[src/rtl/id_regfile_bypass.sv]
// ID-stage operand block: 32x32 register file (two async read ports, one
// sync write port) followed by two 4:1 operand-select muxes that pick either
// the register value or one of the EX/MEM/MEM-load bypass values.
module id_regfile_bypass #(
  parameter int WIDTH = 32,
  parameter int AW    = 5
) (
  input  logic             clock,
  input  logic             reset_0,
  input  logic             we,
  input  logic [AW-1:0]    rna,
  input  logic [AW-1:0]    rnb,
  input  logic [AW-1:0]    wn,
  input  logic [WIDTH-1:0] d,
  input  logic [WIDTH-1:0] ans_ex,
  input  logic [WIDTH-1:0] ans_me,
  input  logic [WIDTH-1:0] mo_me,
  input  logic [1:0]       a_select,
  input  logic [1:0]       b_select,
  output logic [WIDTH-1:0] qa,
  output logic [WIDTH-1:0] qb,
  output logic [WIDTH-1:0] a_out,
  output logic [WIDTH-1:0] b_out
);

  localparam int DEPTH = 2 ** AW;

  logic [WIDTH-1:0] regs_q [DEPTH];
  logic [WIDTH-1:0] regs_d [DEPTH];

  // Four-way operand source select shared by the A and B paths.
  function automatic logic [WIDTH-1:0] select_4(
    input logic [1:0]       sel,
    input logic [WIDTH-1:0] reg_val,
    input logic [WIDTH-1:0] ex_val,
    input logic [WIDTH-1:0] me_val,
    input logic [WIDTH-1:0] mo_val
  );
    logic [WIDTH-1:0] result;
    case (sel)
      2'b00:   result = reg_val;
      2'b01:   result = ex_val;
      2'b10:   result = me_val;
      default: result = mo_val;
    endcase
    return result;
  endfunction

  // Next register state: only the addressed entry changes, and entry 0 is pinned to zero.
  always_comb begin
    for (int i = 0; i < DEPTH; i++) begin
      regs_d[i] = regs_q[i];
      if (we && (wn == AW'(i)) && (i != 0)) begin
        regs_d[i] = d;
      end
    end
    regs_d[0] = '0;
  end

  // Register storage; the async clear also blocks writes while reset is held.
  always_ff @(posedge clock or negedge reset_0) begin
    if (!reset_0) begin
      for (int i = 0; i < DEPTH; i++) begin
        regs_q[i] <= '0;
      end
    end else begin
      for (int i = 0; i < DEPTH; i++) begin
        regs_q[i] <= regs_d[i];
      end
    end
  end

  // Combinational reads with no write-through: a write shows up only after its edge.
  always_comb begin
    qa = regs_q[rna];
    qb = regs_q[rnb];
  end

  // Operand selection; EX-vs-MEM priority is resolved upstream in the control block.
  always_comb begin
    a_out = select_4(a_select, qa, ans_ex, ans_me, mo_me);
    b_out = select_4(b_select, qb, ans_ex, ans_me, mo_me);
  end

endmodule

[config.mk]
export PLATFORM = sky130hd
export DESIGN_NAME = id_regfile_bypass
export DESIGN_NICKNAME = d
export VERILOG_FILES = /design/src/rtl/id_regfile_bypass.sv
export SDC_FILE = /design/constraint.sdc
export NUM_CORES = 2
export LEC_CHECK = 0
export CAP_MARGIN = 30
export CORE_MARGIN = 3
export CORE_UTILIZATION = 65
export DETAILED_ROUTE_END_ITERATION = 7
export PLACE_DENSITY_LB_ADDON = 0.05
export SETUP_SLACK_MARGIN = 0.3
export SLEW_MARGIN = 20
export SYNTH_ARGS = -nofsm -noshare
export SYNTH_HDL_FRONTEND = slang
export SYNTH_SLANG_ARGS = --single-unit
[constraint.sdc]
create_clock -name clock -period 5.9 [get_ports clock]
set_clock_uncertainty 0.05 [all_clocks]
set_input_delay 1.18 -clock clock [delete_from_list [all_inputs] [get_ports clock]]
set_output_delay 1.18 -clock clock [all_outputs]
set_load 0.02 [all_outputs]
==> impl.org <==
** Clock network
- Num CTS Buffers :: 104
- Clock sink count :: 992
- Root cell of the clock tree :: sky130_fd_sc_hd__clkbuf_16
- The clock tree synthesis step divided the H-tree into 3 levels.
- Max clock buf depth :: 3
- Clock latency on the worst-skew pair, taken at its later pin, is 0.67 ns.
- The number of setup buffers added after CTS is 0.
- Clk slew on worst S/H paths :: 0.06 ns
- After clock tree synthesis, the flow added hold-fix buffers numbering 0.
- TritonCTS clock tree :: yes

** Route
- Total wire length :: 183 mm
- After detailed routing, the number of remaining DRC violations is 0.
- Once detail routing completed, the nets flagged for antenna violations numbered 0.
- First DRT Iteration DRCs :: 4403
- In the routed layout, each cell is associated on average with a via count of 7.22.
- The routed layout has 40500 vias.
- The first detailed-routing pass took 8 iterations.
- Dividing the detail-routed wire length by the instance count gives 32.7 um.

** Global route
- Summed over all layers, the global routing overflow is 0.
- Global routing usage summed across all routing layers :: 0.405
- Initial antenna violation count :: 16
- Entering global routing, the biggest net connects 141 pins.
- The first global-routing pass estimated 271 mm of wire.
- The via count of the first global-routing pass was 40800.

** Cells and area
- Fill cells in the final layout number 5493.
- The sequential cells in the finished layout cover a total of 0.0248 sq mm.
- Area taken by multi-input logic gates :: 0.0291 sq mm
- Largest registers :: regs_q x992
- Post-Route Utilization :: 0.762
- In the final layout, the share of cells above drive strength 1 is 0.428.
- More flip-flops sit in one register than any other, and that register is regs_q.
- After the flow finishes, the layout carries non-filler instances totaling 5608.
- Area growth from synthesis to layout :: 15.1%
- Most common cell after layout, fill and taps aside :: sky130_fd_sc_hd__mux2_2
- In the layout the commonest cells are 1220 x sky130_fd_sc_hd__mux2_2, 992 x sky130_fd_sc_hd__dfrtp_1, 385 x sky130_fd_sc_hd__mux2i_1, 260 x sky130_fd_sc_hd__clkdlybuf4s50_1, 192 x sky130_fd_sc_hd__mux4_2.
- The register with the most flip-flops in the layout has 992 of them.
- Total Nets Final :: 4534

** STA
- The smallest clock period supported by the final layout is computed as 5.53 ns.
- Actual slew at the worst max-slew pin :: 1.06 ns
- Static timing analysis puts the maximum clock frequency at 181 MHz.
- The count of final hold-check violations was 0.
- Setup repair after global routing left no endpoint under its margin.
- Setup violations remaining at the end of the flow were counted as 0.
- Final slew viol count :: 0
- Dividing the final minimum period by the clock period gives 0.937.
- Relative slew slack :: 0.293
- Final-layout setup total negative slack :: 0 ns

** Floorplanning
- Width of the die :: 299 um
- 278 I/O pins were placed.
- The floorplan step defined a die boundary enclosing 0.0896 sq mm.
- The initial utilization of the core area, before any placement, comes to 0.662.
- The floorplan has 106 rows.
- Core region area :: 0.0845 sq mm
- Chip Height :: 299 um

** Pwr
- Power density normalized to cell area :: 329 mW/mm^2
- IR analysis of the VDD net gives a maximum drop of 0.284 mV.
- The analysis attributes to cell leakage a power of 28.3 nW.

** Critical path
- Critical path endpoint :: b_out[10]
- STA classifies the critical path startpoint as an input port.
- STA puts the critical path data arrival time at 4.30 ns.
- Data on the critical path is required at its endpoint by 4.67 ns.
- Classification of the worst setup path :: in2out
- Of all nets on the critical path, the largest fanout is 31.
- Origin of the worst setup path :: rnb[1]
- Capturing point of the worst reg2reg path :: regs_q[610]$_DFFE_PN0P_
- For the worst flop-to-flop path, the logic depth is 1.
- Element type at the critical path end :: primary output
- The worst register-to-register path begins at regs_q[610]$_DFFE_PN0P_.
- Internal reg-to-reg setup slack :: 5.02 ns

** Synth
- After synthesis the netlist holds a flip-flop and latch count of 992.
- For this run, the number of Yosys warnings is 0.
- Count of mapped cells out of synthesis :: 4238
- Of the total synthesized cell area, the portion taken by full adders, half adders and majority gates is 0.
- The number of nets handed over by synthesis was 4388.
- After synthesis, the share of cell area in mux cells is 0.410.
- The most used flip-flop cell after synthesis is sky130_fd_sc_hd__dfrtp_1.
- The compound-cell area share of the yosys netlist came to 0.0780.
- Synth cell types :: 42
- Portion of the post-synthesis area used by sequential elements :: 0.444
- After synthesis, the share of flip-flops with an asynchronous set or reset is 1.00.
- The cell area that synthesis handed to floorplanning was 0.0559 sq mm.
- Main combinational cell family by area after synthesis :: multiplexers
- Of the total synthesized cell area, the portion taken by AND, OR, NAND and NOR gates is 0.0287.
- EDFF count, synth :: 0
- Of the total synthesized cell area, the portion taken by XOR and XNOR cells is 0.
- A synthesized cell averages 13.2 sq um.

** Placement
- Hpwl dp :: 116 mm
- At the end of routability-driven placement, the weighted congestion stood at 0.873.
- Number of port buffers :: 277
- Number of cells in the design after placement :: 5399

** Status
- Result of the run :: finished, final reports clean

** Run
- Across the run, the number of max-cap violations was 0.

** Hold path
- The worst hold path belongs to the class reg2reg.
## cells by family (layout without fill, tap and decap cells)
family | Yosys count | count (layout)
multiplexers | 1888 | 1888
other | 0 | 7
AND/OR/NAND/NOR | 321 | 321
flip-flops | 992 | 992
AO/OA/AOI/OAI | 576 | 576
buffers and inverters | 461 | 690
## timing repair
| action | 4_1_cts | 5_1_grt |
|---|---|---|
| cloned | 0 | 0 |
| endpoints found under the setup margin | 1 | 1 |
| resized for setup | 1 | 2 |
| pin swaps | 0 | 0 |
## worst min-delay path by stage
| stage | endpoint | cells after the start | slack (ns) | start |
|---|---|---|---|---|
| floorplan | regs_q[385]$_DFFE_PN0P_ | 1 | 0.42 | regs_q[385]$_DFFE_PN0P_ |
| global placement | regs_q[391]$_DFFE_PN0P_ | 1 | 0.44 | regs_q[391]$_DFFE_PN0P_ |
| detailed placement | regs_q[396]$_DFFE_PN0P_ | 1 | 0.45 | regs_q[396]$_DFFE_PN0P_ |
| CTS | regs_q[407]$_DFFE_PN0P_ | 1 | 0.46 | regs_q[407]$_DFFE_PN0P_ |
| global route | regs_q[614]$_DFFE_PN0P_ | 1 | 0.48 | regs_q[614]$_DFFE_PN0P_ |
| finish | regs_q[396]$_DFFE_PN0P_ | 1 | 0.46 | regs_q[396]$_DFFE_PN0P_ |
## report_power, final
| part | switching (mW) | internal, mW | total (mW) |
|---|---|---|---|
| Sequential | 1.05 | 8.14 | 9.19 |
| Combinational | 2.15 | 2.72 | 4.87 |
| Clock | 2.82 | 4.29 | 7.11 |
| Total | 6.02 | 15.2 | 21.2 |
## worst max-delay path: stages
cell	delay [ns]
sky130_fd_sc_hd__clkbuf_8	0.40
sky130_fd_sc_hd__buf_4	0.25
sky130_fd_sc_hd__mux2_2	0.33
sky130_fd_sc_hd__a22oi_1	0.17
sky130_fd_sc_hd__o22ai_1	0.10
sky130_fd_sc_hd__o311ai_0	0.40
sky130_fd_sc_hd__nand2_1	0.29
sky130_fd_sc_hd__mux4_2	0.56
sky130_fd_sc_hd__clkdlybuf4s50_1	0.57
## cell type report
cell class | count | area share
diodes | 7 | 0.000272
clock buffers | 150 | 0.0494
clock inverters | 39 | 0.00844
inverters | 2 | 0.000117
multi-input cells | 2785 | 0.453
flip-flops and latches | 992 | 0.386
well taps | 1134 | 0.0220
repair buffers | 499 | 0.0816
## Yosys cell counts (24+ instances only)
library cell	n	area [sq um]
sky130_fd_sc_hd__mux2_2	1220	13700
sky130_fd_sc_hd__dfrtp_1	992	24800
sky130_fd_sc_hd__mux2i_1	385	3850
sky130_fd_sc_hd__clkbuf_1	230	863
sky130_fd_sc_hd__mux4_2	192	4320
sky130_fd_sc_hd__o22ai_1	191	1190
sky130_fd_sc_hd__a22oi_1	126	946
sky130_fd_sc_hd__buf_2	125	626
sky130_fd_sc_hd__a211oi_1	100	751
sky130_fd_sc_hd__mux2_1	91	1020
sky130_fd_sc_hd__nor2_1	78	293
sky130_fd_sc_hd__nand2_1	77	289
sky130_fd_sc_hd__nor2b_1	73	457
sky130_fd_sc_hd__a221oi_1	64	561
sky130_fd_sc_hd__buf_1	55	206
sky130_fd_sc_hd__nor3_1	35	175
sky130_fd_sc_hd__and2_1	34	213
sky130_fd_sc_hd__o31ai_1	32	240
sky130_fd_sc_hd__a211oi_2	29	363
sky130_fd_sc_hd__buf_6	24	270
## per-stage QoR
| step | power [mW] | instance area [sq um] | hold WS, ns | setup WS, ns |
|---|---|---|---|---|
| finish | 21.2 | 64400 | 0.461 | 0.372 |
| global route | 22.0 | 64400 | 0.485 | 0.316 |
| CTS | 21.1 | 64200 | 0.461 | 0.442 |
| detailed placement | 14.0 | 60400 | 0.446 | 0.311 |
| global placement | 13.8 | 60100 | 0.443 | 0.324 |
| floorplan | 12.4 | 55900 | 0.421 | 1.50 |
## per-layer routing
layer	share of wire	global-route usage	routed length, um
met3	0.10	0.108	18600
met4	0.049	0.185	9030
met5	0.00062	0	114
met2	0.44	0.594	81000
met1	0.41	0.569	74500
(Power assumes the default switching activity.)
